===== config.mk =====
export PLATFORM = sky130hd
export DESIGN_NAME = issue_scheduler
export DESIGN_NICKNAME = d
export VERILOG_FILES = /design/src/rtl/issue_scheduler.sv
export SDC_FILE = /design/constraint.sdc
export NUM_CORES = 1
export LEC_CHECK = 0
export CORE_AREA = 5 5 189 191
export CTS_CLUSTER_DIAMETER = 120
export DETAILED_ROUTE_END_ITERATION = 6
export DIE_AREA = 0 0 194 196
export GPL_ROUTABILITY_DRIVEN = 0
export PLACE_DENSITY = 0.7
export SYNTH_ARGS = -nofsm -noshare
export SYNTH_HDL_FRONTEND = slang
export SYNTH_SLANG_ARGS = --single-unit

===== constraint.sdc =====
create_clock -name clk -period 4.9 [get_ports clk]
set_clock_uncertainty 0.15 [all_clocks]
set_input_delay 1.47 -clock clk [delete_from_list [all_inputs] [get_ports clk]]
set_output_delay 1.47 -clock clk [all_outputs]
set_load 0.005 [all_outputs]

===== src/rtl/issue_scheduler.sv =====
// issue_scheduler: row-level sequencer for the issue positioner; optional perf counters under ISSUE_SCHED_PERF_EN.
module issue_scheduler #(
  parameter int NUM_ALLOC = 220,
  parameter int ROW_W = 8
) (
  input  logic                 clk,
  input  logic                 rst,
  input  logic                 start,
  input  logic                 abort,
  input  logic [7:0]           image_dim,
  input  logic [1:0]           padding,
  input  logic [2:0]           stride,
  input  logic [ROW_W-1:0]     num_rows,
  input  logic                 row_issued,
  input  logic [NUM_ALLOC-1:0] allocator_select,
  input  logic [NUM_ALLOC-1:0] alloc_done,
  output logic [7:0]           cfg_image_dim,
  output logic [1:0]           cfg_padding,
  output logic [2:0]           cfg_stride,
  output logic                 advance,
  output logic [ROW_W-1:0]     row_idx,
  output logic                 busy,
`ifdef ISSUE_SCHED_PERF_EN
  output logic [15:0]          stall_cycles,
  output logic [23:0]          frame_cycles,
`endif
  output logic                 frame_done,
  output logic                 collision
);
  typedef enum logic [2:0] {IDLE, ADV, ISSUE, DRAIN, FIN} state_t;
  state_t state_q, state_d;
  logic [NUM_ALLOC-1:0] busy_vec_q, busy_vec_d;
  logic [ROW_W-1:0] row_q, row_d, rows_q, rows_d;
  logic [7:0] img_q, img_d;
  logic [1:0] pad_q, pad_d;
  logic [2:0] str_q, str_d;
  logic coll_q, coll_d, adv_q, busy_q, fd_q;
  logic start_acc, accept_sel;
  always_comb begin
    start_acc = (state_q == IDLE) && start;
    accept_sel = (state_q == ADV) || (state_q == ISSUE) || (state_q == DRAIN);
    state_d = state_q;
    row_d = row_q;
    rows_d = start_acc ? num_rows : rows_q;
    img_d = start_acc ? image_dim : img_q;
    pad_d = start_acc ? padding : pad_q;
    str_d = start_acc ? stride : str_q;
    coll_d = start_acc ? 1'b0 : coll_q | ((state_q != IDLE) && |(allocator_select & busy_vec_q));
    // select wins over a same-cycle done on the same bit
    busy_vec_d = (busy_vec_q & ~alloc_done) | (accept_sel ? allocator_select : '0);
    case (state_q)
      IDLE: if (start) begin
        row_d = '0;
        state_d = (num_rows == '0) ? FIN : ADV;
      end
      ADV: state_d = ISSUE;
      ISSUE: state_d = row_issued ? DRAIN : ISSUE;
      DRAIN: if (busy_vec_q == '0) begin
        state_d = (row_q == rows_q - ROW_W'(1)) ? FIN : ADV;
        row_d = (row_q == rows_q - ROW_W'(1)) ? row_q : row_q + ROW_W'(1);
      end
      FIN: state_d = IDLE;
      default: state_d = IDLE;
    endcase
    if (abort && state_q != IDLE) begin
      state_d = IDLE;
      busy_vec_d = '0;
    end
  end
  always_ff @(posedge clk or negedge rst) begin
    if (!rst) begin
      state_q <= IDLE;
      busy_vec_q <= '0;
      row_q <= '0;
      rows_q <= '0;
      img_q <= '0;
      pad_q <= '0;
      str_q <= '0;
      coll_q <= 1'b0;
      adv_q <= 1'b0;
      busy_q <= 1'b0;
      fd_q <= 1'b0;
    end else begin
      state_q <= state_d;
      busy_vec_q <= busy_vec_d;
      row_q <= row_d;
      rows_q <= rows_d;
      img_q <= img_d;
      pad_q <= pad_d;
      str_q <= str_d;
      coll_q <= coll_d;
      adv_q <= state_d == ADV;
      busy_q <= state_d != IDLE;
      fd_q <= state_d == FIN;
    end
  end
  assign cfg_image_dim = img_q;
  assign cfg_padding = pad_q;
  assign cfg_stride = str_q;
  assign advance = adv_q;
  assign row_idx = row_q;
  assign busy = busy_q;
  assign frame_done = fd_q;
  assign collision = coll_q;
`ifdef ISSUE_SCHED_PERF_EN
  logic [15:0] stall_q, stall_d;
  logic [23:0] fcyc_q, fcyc_d;
  always_comb begin
    stall_d = start_acc ? '0 : (state_q == DRAIN && |busy_vec_q && !(&stall_q)) ? stall_q + 16'd1 : stall_q;
    fcyc_d = start_acc ? '0 : (state_q != IDLE && !(&fcyc_q)) ? fcyc_q + 24'd1 : fcyc_q;
  end
  always_ff @(posedge clk or negedge rst) begin
    if (!rst) begin
      stall_q <= '0;
      fcyc_q <= '0;
    end else begin
      stall_q <= stall_d;
      fcyc_q <= fcyc_d;
    end
  end
  assign stall_cycles = stall_q;
  assign frame_cycles = fcyc_q;
`endif
endmodule


==> summary.md <==
The multi-input combinational cells in the finished layout cover a total of 5940 µm². The clock-pin slew reported for the worst setup and hold paths after clock tree synthesis came out at 0.06 ns. For this design the top-level I/O count stands at 491. The logs give 5 for the number of detailed-routing iterations run before antenna repair and 1137 for the iteration-0 DRC count of the detailed router. The tools report the initial antenna violation count as 21.

The average wire per cell in the routed design is 25.6 µm. Along the worst path, the maximum fanout reaches 2. The share of total power dissipated in sequential elements is 42.0%. In this run the cell area of the synthesized design comes to 12600 µm². For the synthesized net count, the log shows 1862. Setup repair after global routing left no endpoint under its margin.

TritonCTS built the clock tree. In the post-synthesis netlist, the biggest area contributors are dfrtp_1 51%, nor2b_1 11%, a21oi_1 8.9%. The required arrival time at the worst endpoint is 5.18 ns.

The number of global-route vias before repair was 13400. Among all flip-flop cells after synthesis, the most frequent one is dfrtp_1. Static leakage power: 0.00782 µW. Sum of routed wire length over all layers: 60.3 mm.

For the relative slew slack, the log shows 6.54%. The run gives 32.6% as the part of the power in combinational logic. Dividing total power by cell area gives a power density of 459 nW/µm².

The synthesized design contains 0 enable-type register cells. IR analysis of the VDD net gives a maximum drop of 0.374 mV. The floorplan die height is 196 µm, and the pin count of the biggest net entering global routing is 221.

STA classifies the critical path startpoint as a primary input. The type of the worst setup path is in -> reg. The run gives 46 as the number of unique standard cell types used by synthesis.

In this run, synthesis produced a sequential element count of 256. The run gives 3280 µW as the net load switching power. Global routing used 30.5% of the available tracks across all layers. Leaving out fill and tap cells, the most frequent cells in the layout are 489 x clkdlybuf4s50_1, 256 x dfrtp_1, 239 x nor2_1. Path category of the worst min-delay check: reg -> reg.

The run gives 0 as the count of final hold-check violations. In this run the biggest area consumer among cell types represents 51.0% of the synthesized area. Using the TritonRoute via totals, the vias-per-cell ratio works out to 5.55.

The filler cells instantiated in the layout total 3041. The share of the clock period used by the worst path after layout came out at 71.2%. The number of violations of the max-capacitance limit came out at 0.

The commonest non-fill, non-tap cell in the layout is clkdlybuf4s50_1. Number of core rows: 68. CTS saw 256 sinks. Register area: 6410 µm². Final count of pins violating max slew: 0.

The later pin in the worst-skew pair is clocked with a latency of 0.58 ns. The run gives 33900 µm² as the floorplan core area. The timing-limited maximum frequency came out at 287 MHz. In the final design database the tool counted 2333 nets.

In the final timing run, aggregate negative setup slack is 0 ns. The number of levels in the clock H-tree was 1. For this run, design rule violations remaining after detail routing come to 0. The post-CTS setup repair buffer count is 0. The number of port buffers works out to 490. Data arrives at the worst endpoint at 3.77 ns. The initial standard-cell utilization of the core was 37.0%; the clock power share was 25.3%.

The switching power share of the total was 37.7%; the longest individual stage delay on the worst path was 0.70 ns. For the pin with the worst max-slew slack, the measured transition is 1.40 ns. The run finished with clean final reports.

Growth of design area from synthesis to finish: 50.6%. Setup violations remaining at the end of the flow were counted as 0. Critical-path cell with the highest stage delay: a221oi_1. The fraction of registers with async set/reset is 100%, and the worst-case setup margin in the final layout is 1.41 ns. Before CTS, the worst setup slack after placement is 0.807 ns. The worst setup path is captured at a flip-flop. Hold repair after CTS inserted 0 buffers. The routed design could run at a clock period as short as 3.49 ns. The biggest area contributor in the post-synthesis netlist is dfrtp_1. The width of the die was 194 µm; the overflow left after global routing was 0.

The logs give 48.1 mm for the HPWL after detailed placement and 0 for the residual antenna-violating net count after detailed routing. For the buffer levels on the longest clock path, the log shows 3. The logs give 87.5 mm for the wire length of the first global-routing pass and 38000 µm² for the die outline area. The mean instance size in the synthesized netlist was 9.02 µm²; the proportion of synthesized chip area in sequential cells was 51.0%.

The fraction of layout cells with a size suffix above 1 came out at 3.24%. The cell at the root of the clock tree is clkbuf_16. The signal on the critical path passes through clkdlybuf4s50_1, a22o_1, a221oi_1, nand3_1, nor4_1, nand4_1, nor2_1, o21ai_0. The gate count of the mapped netlist is 1394, and the cell-internal power is 5410 µW. The post-cts sizing count came out at 0. The number of warnings printed during yosys synthesis was 0; the via total after detailed routing was 13100.

Counting the buffers created by CTS gives 29.
[cell usage after synthesis, types with 2 or more instances]
cell type,count
a21oi_1,223
o21ai_0,6
or2_2,2
inv_1,5
a22o_1,16
ha_1,2
nor3_1,12
nand2b_1,2
nor2_1,240
mux2i_1,3
a31o_2,2
clkbuf_1,55
xnor2_1,4
and3_1,3
nand3_1,13
nand2_1,72
nand3b_1,2
nor4b_1,2
o211ai_1,2
nand4_1,43
nor2b_1,222
a221oi_1,17
a22oi_1,78
xor2_1,4
nor4_1,87
dfrtp_1,256
nor3b_1,2
[state kept, by name, summed over array words and instances, names as in the netlist]
register and cells:
row_idx 8, busy 1, cfg_padding 2, state_q 3, busy_vec_q 220, cfg_image_dim 8, rows_q 8, frame_done 1
cfg_stride 3, collision 1, advance 1
[final timing paths]
check | start | to | slack [ns] | cells after the start
setup / recovery | allocator_select[196] | collision | 1.41 | 8
hold / removal | cfg_image_dim[5] | cfg_image_dim[5] | 0.32 | 2
setup reg to reg | busy_vec_q[200] | row_idx[3] | 1.48 | 7
hold reg to reg | cfg_image_dim[5] | cfg_image_dim[5] | 0.32 | 2
max in group asynchronous | rst | busy_vec_q[152] | 2.83 | 2
min in group asynchronous | rst | busy_vec_q[168] | 0.80 | 1
[cell type report]
cell class | instances | share of cell area [%]
sequential | 256 | 33.8
multi-input combinational | 1076 | 31.4
timing repair buffer | 497 | 26.5
clock buffer | 44 | 4.45
tap | 455 | 3.01
clock inverter | 7 | 0.549
antenna | 15 | 0.198
inverter | 5 | 0.0992
[cell families after synthesis]
group | after synthesis | share of synthesized area [%]
and+or+nand+nor | 711 | 29.2
buffers and inverters | 62 | 1.91
DFF | 256 | 51.0
xor gates and xnor gates | 8 | 0.557
adders and majority gates | 2 | 0.199
muxes | 3 | 0.239
AOI/OAI and AO/OA | 352 | 17.0
[worst max-delay path, delay by kind of cell]
family / cells / cell delay, ns
compound gates: 3 / 1.06
simple gates: 4 / 0.82
buf+inv: 1 / 0.42
[routing by layer]
layer / vias to the layer above / GRT usage, % / part of all wire, % / wire length, µm
met5: - / 0 / 0.098 / 59
met3: 106 / 7.06 / 7.6 / 4600
met2: 649 / 51.8 / 49 / 29600
met1: 6348 / 38.6 / 40 / 24000
li1: 5953 / - / - / -
met4: 10 / 10.1 / 3.4 / 2050
[through the flow]
step | util [%] | hold WS [ns] | cell area (µm²) | total power (µW) | instances
after detailed placement | 52.9 | 0.311 | 17900 | 6470 | 2289
after floorplan | - | 0.315 | 12600 | 4890 | 1394
after CTS | 55.6 | 0.326 | 18900 | 8680 | 2340
final | 55.8 | 0.323 | 18900 | 8690 | 2355
after global placement | 52.9 | 0.307 | 17900 | 6400 | 2289
after global routing | 55.8 | 0.355 | 18900 | 9140 | 2355
[power groups by stage]
| stage | sequential (µW) | clock, µW | combinational, µW |
|---|---|---|---|
| after floorplan | 3210 | 0 | 1680 |
| after global placement | 3640 | 0 | 2760 |
| after detailed placement | 3660 | 0 | 2810 |
| after CTS | 3630 | 2230 | 2820 |
| after global routing | 3720 | 2320 | 3100 |
| final | 3650 | 2200 | 2840 |
(Power assumes the default switching activity.)
